[config.mk]
export PLATFORM = sky130hd
export DESIGN_NAME = univ_shift_reg
export DESIGN_NICKNAME = d
export VERILOG_FILES = /design/src/rtl/univ_shift_reg.sv
export SDC_FILE = /design/constraint.sdc
export NUM_CORES = 1
export LEC_CHECK = 0
export ABC_AREA = 1
export ABC_CLOCK_PERIOD_IN_PS = 4000
export CAP_MARGIN = 5
export CORE_MARGIN = 2
export CORE_UTILIZATION = 50
export CTS_CLUSTER_SIZE = 16
export DETAILED_ROUTE_END_ITERATION = 7
export PLACE_DENSITY = 0.77
export SLEW_MARGIN = 20
export SYNTH_ARGS = -nofsm -noshare
export SYNTH_HDL_FRONTEND = slang
export SYNTH_SLANG_ARGS = --single-unit
[constraint.sdc]
create_clock -name clk -period 4 [get_ports clk]
set_input_delay 0.4 -clock clk [delete_from_list [all_inputs] [get_ports clk]]
set_output_delay 0.4 -clock clk [all_outputs]
set_load 0.01 [all_outputs]
[src/rtl/univ_shift_reg.sv]
// Universal shift register with per-edge step operations and counted burst shifts.
// A two-state FSM runs bursts from a latched mode and step count, flagging busy and a done pulse.
module univ_shift_reg #(
  parameter int              WIDTH     = 8,
  parameter int              CNT_W     = 4,
  parameter logic [WIDTH-1:0] RESET_VAL = '0
) (
  input  logic             clk,
  input  logic             reset,
  input  logic [2:0]       mode,
  input  logic [WIDTH-1:0] data,
  input  logic             ser_in_l,
  input  logic             ser_in_r,
  input  logic             start,
  input  logic [CNT_W-1:0] count,
  output logic [WIDTH-1:0] q,
  output logic             ser_out_l,
  output logic             ser_out_r,
  output logic             busy,
  output logic             done
);

  localparam logic [2:0] M_HOLD  = 3'b000;
  localparam logic [2:0] M_LOAD  = 3'b001;
  localparam logic [2:0] M_SHL   = 3'b010;
  localparam logic [2:0] M_SHR   = 3'b011;
  localparam logic [2:0] M_ROTL  = 3'b100;
  localparam logic [2:0] M_ROTR  = 3'b101;
  localparam logic [2:0] M_ASR   = 3'b110;
  localparam logic [2:0] M_CLEAR = 3'b111;

  localparam logic [CNT_W-1:0] CNT_ZERO = {CNT_W{1'b0}};
  localparam logic [CNT_W-1:0] CNT_ONE  = {{(CNT_W-1){1'b0}}, 1'b1};

  typedef enum logic [0:0] {
    IDLE = 1'b0,
    RUN  = 1'b1
  } state_e;

  state_e           state_r;
  logic [WIDTH-1:0] q_r;
  logic [CNT_W-1:0] cnt_r;
  logic [2:0]       mode_r;
  logic             busy_r;
  logic             done_r;

  function automatic logic [WIDTH-1:0] apply_op(input logic [2:0] op,
                                                 input logic [WIDTH-1:0] cur,
                                                 input logic [WIDTH-1:0] din,
                                                 input logic sl,
                                                 input logic sr);
    case (op)
      M_HOLD:  apply_op = cur;
      M_LOAD:  apply_op = din;
      M_SHL:   apply_op = {cur[WIDTH-2:0], sl};
      M_SHR:   apply_op = {sr, cur[WIDTH-1:1]};
      M_ROTL:  apply_op = {cur[WIDTH-2:0], cur[WIDTH-1]};
      M_ROTR:  apply_op = {cur[0], cur[WIDTH-1:1]};
      M_ASR:   apply_op = {cur[WIDTH-1], cur[WIDTH-1:1]};
      M_CLEAR: apply_op = {WIDTH{1'b0}};
      default: apply_op = cur;
    endcase
  endfunction

  // Only the shifting/rotating modes can be run as bursts.
  function automatic logic is_shift(input logic [2:0] op);
    is_shift = (op >= M_SHL) && (op <= M_ASR);
  endfunction

  // Register contents, burst FSM, step counter and status flags.
  always_ff @(posedge clk) begin
    if (reset) begin
      q_r     <= RESET_VAL;
      state_r <= IDLE;
      cnt_r   <= CNT_ZERO;
      mode_r  <= M_HOLD;
      busy_r  <= 1'b0;
      done_r  <= 1'b0;
    end else begin
      case (state_r)
        IDLE: begin
          if (start && is_shift(mode)) begin
            mode_r  <= mode;
            cnt_r   <= count;
            state_r <= RUN;
            busy_r  <= 1'b1;
            done_r  <= 1'b0;
          end else begin
            q_r    <= apply_op(mode, q_r, data, ser_in_l, ser_in_r);
            busy_r <= 1'b0;
            done_r <= start;
          end
        end
        RUN: begin
          // A zero-count burst still spends one edge in RUN, just without shifting.
          if (cnt_r == CNT_ZERO) begin
            state_r <= IDLE;
            busy_r  <= 1'b0;
            done_r  <= 1'b1;
          end else begin
            q_r   <= apply_op(mode_r, q_r, data, ser_in_l, ser_in_r);
            cnt_r <= cnt_r - CNT_ONE;
            if (cnt_r == CNT_ONE) begin
              state_r <= IDLE;
              busy_r  <= 1'b0;
              done_r  <= 1'b1;
            end else begin
              busy_r <= 1'b1;
              done_r <= 1'b0;
            end
          end
        end
        default: begin
          state_r <= IDLE;
          busy_r  <= 1'b0;
          done_r  <= 1'b0;
        end
      endcase
    end
  end

  assign q         = q_r;
  assign ser_out_l = q_r[WIDTH-1];
  assign ser_out_r = q_r[0];
  assign busy      = busy_r;
  assign done      = done_r;

endmodule
==> flow_summary.toml <==
[timing]
drv_slew = 0
clock_skew_ns = 0.0142
fmax_mhz = 433
grt_setup_unrepaired = "false"
tns_ns = 0
setup_viol = 0
holdWs_ns = 0.514
fin_crit_ns = 2.31
relSlewSlack = 0.418
fin_crit_sh = 0.578
tightest_slew_ns = 0.873
hold_viol_final = 0

[yosys]
avgSynthCellArea_sq_um = 5.93
synth_cells = 253
yosysWarnings = 0
synthesis.area_sq_um = 1500
syn_nets = 276
post_synth_num_cell_types = 25
netlist.area_leader.share = 0.227
yosysTopAreaCell = "dfxtp_1"
ys_seq_area_frac = 0.227
synth-seq-cells = 17
ys_top_cells_by_area = "dfxtp_1 23%, nand2_1 16%, nand3_1 11%"

[setup_path]
max_stage_delay_ns = 0.91
crit_required_ns = 3.60
cp.arrival_ns = 1.91
cp_max_fo = 26
cpLargestDelayFamily = "flip-flops"
path_class = "reg -> out"
crit_path_start_kind = "flip-flop"
path_buf_inv = 1
cp-end-kind = "output port"
cp_slowest_cell = "dfxtp_1"
cp_cell_sequence = "clkdlybuf4s50_1"

[layout]
nNetsFinal = 301
diodes = 0
fill_cells = 284
area_growth_pct = 18.8
drive_gt1_frac = 0.0830

[cts]
htreeDepth = 1
clk_pin_slew_ns = 0.12
postCtsSetupBuffers = 0
numCtsBuffers = 3
clockBufferDepth = 2
cts_hold_buffers = 0
clock_insertion_delay_worst_skew_ns = 0.31
cts_tree = "done"
cts_resized = 0
root_buffer = "clkbuf_4"
clock_sinks = 17

[detailed_routing]
final_antenna_net_count = 0
dr.pass1.iters = 6
drt_iter0_drc = 130
dr_total_vias = 1613
wire_per_inst_um = 11.5
drc = 2
via_per_inst = 5.24
wirelength_um = 3540

[status]
violations = "DRC"
status = "complete, but fails checks"

[die]
die_w_um = 58.8
fp.coreArea_sq_um = 2810
io_pins = 32
die-area_sq_um = 3460
start_util = 0.535
row_count = 19
die_y_um = 58.8

[global_route]
grt_use_total = 0.226
grt_pass1_vias = 1397
antenna_found_initial = 0
grt_overflow = 0
grt_max_degree = 27
grt_pass1_wl_um = 6150

[run]
maxCapViolCount = 0

[place]
dp_hpwl_um = 2600
port_buffers = 31
gp_routability_congestion = 0.820

[power]
irDropWorstVdd_mv = 0.174
power_leakage_nw = 0.851
power_w = 0.000574
powerDensity_nw_per_um2 = 322

[hold_path]
hold_path_class = "reg -> reg"
## worst min-delay path, delay by kind of cell (launching register included)
family,cells,cell delay [ns]
flip-flops,1,0.35
buffers and inverters,1,0.08
AO/OA/AOI/OAI,1,0.06
## cells in the mapped netlist (all sizes together)
master and count:
nor2 41, clkbuf 2, nand4 5, buf 9, dfxtp 17, a21oi 13, nand2 66, o21ai 24
ha 3, a21boi 1, inv 31, o211a 1, nand3 40
## path summary, 6_finish.rpt
kind / start / to / slack, ns / depth (start not counted)
hold reg to reg: cnt_r[2]$_SDFFE_PP0P_ / cnt_r[2]$_SDFFE_PP0P_ / 0.51 / 2
setup / recovery: busy$_SDFF_PP0_ / busy / 1.69 / 1
hold / removal: cnt_r[2]$_SDFFE_PP0P_ / cnt_r[2]$_SDFFE_PP0P_ / 0.51 / 2
setup reg to reg: busy$_SDFF_PP0_ / q[1]$_SDFFE_PP0P_ / 1.96 / 8
## cell type report
class | count | area (sq um) | share of cell area
multi-input combinational | 194 | 945 | 0.530
sequential | 17 | 340 | 0.191
timing repair buffer | 31 | 310 | 0.174
inverter | 31 | 121 | 0.0681
tap | 31 | 38.8 | 0.0218
clock buffer | 3 | 22.5 | 0.0126
clock inverter | 1 | 5.00 | 0.00281
## where the power goes
group	switching (W)	internal, W	total, W
Sequential	0.0000386	0.000193	0.000232
Clock	0.0000637	0.0000374	0.000101
Combinational	0.000133	0.000109	0.000242
Total	0.000235	0.000339	0.000574
## routing by layer
metal | vias up | track usage | routed length [um]
li1 | 861 | - | -
met1 | 693 | 0.320 | 1660
met2 | 54 | 0.362 | 1590
met3 | 5 | 0.0220 | 234
met4 | 0 | 0.0714 | 48
met5 | - | 0 | 0
## cells by family after synthesis
logic type      count (synthesis)  share of synthesized area
compound gates                 39                      0.138
flops                          17                      0.227
buf+inv                        42                      0.144
fa+ha+maj                       3                     0.0250
simple gates                  152                      0.467
## metrics by stage
stage	cells	setup WS [ns]	util	cell area (sq um)
6_report	308	1.69	0.636	1780
5_1_grt	308	1.62	0.636	1780
4_1_cts	308	1.71	0.636	1780
3_5_place_dp	304	1.92	0.626	1760
3_3_place_gp	304	1.92	0.626	1760
2_1_floorplan	253	2.64	-	1500
## registers in the layout (all words and copies together), names as in the netlist
name    count
q           8
cnt_r       4
mode_r      3
busy        1
done        1
## cell usage in the layout (no fill, tap or decap)
cell	n
a21boi_0	1
inv_2	3
nand3_2	4
nand3_4	2
nand4_1	5
clkdlybuf4s50_1	31
o21ai_2	1
a21oi_1	13
nor2_4	1
nand3_1	34
inv_1	26
o211a_1	1
nor2_1	35
inv_4	2
ha_1	3
clkbuf_4	3
dfxtp_1	17
o21ai_0	22
nand2_1	65
o21ai_1	1
nor2_2	5
nand2_2	1
clkinv_2	1
(Power assumes the default switching activity.)
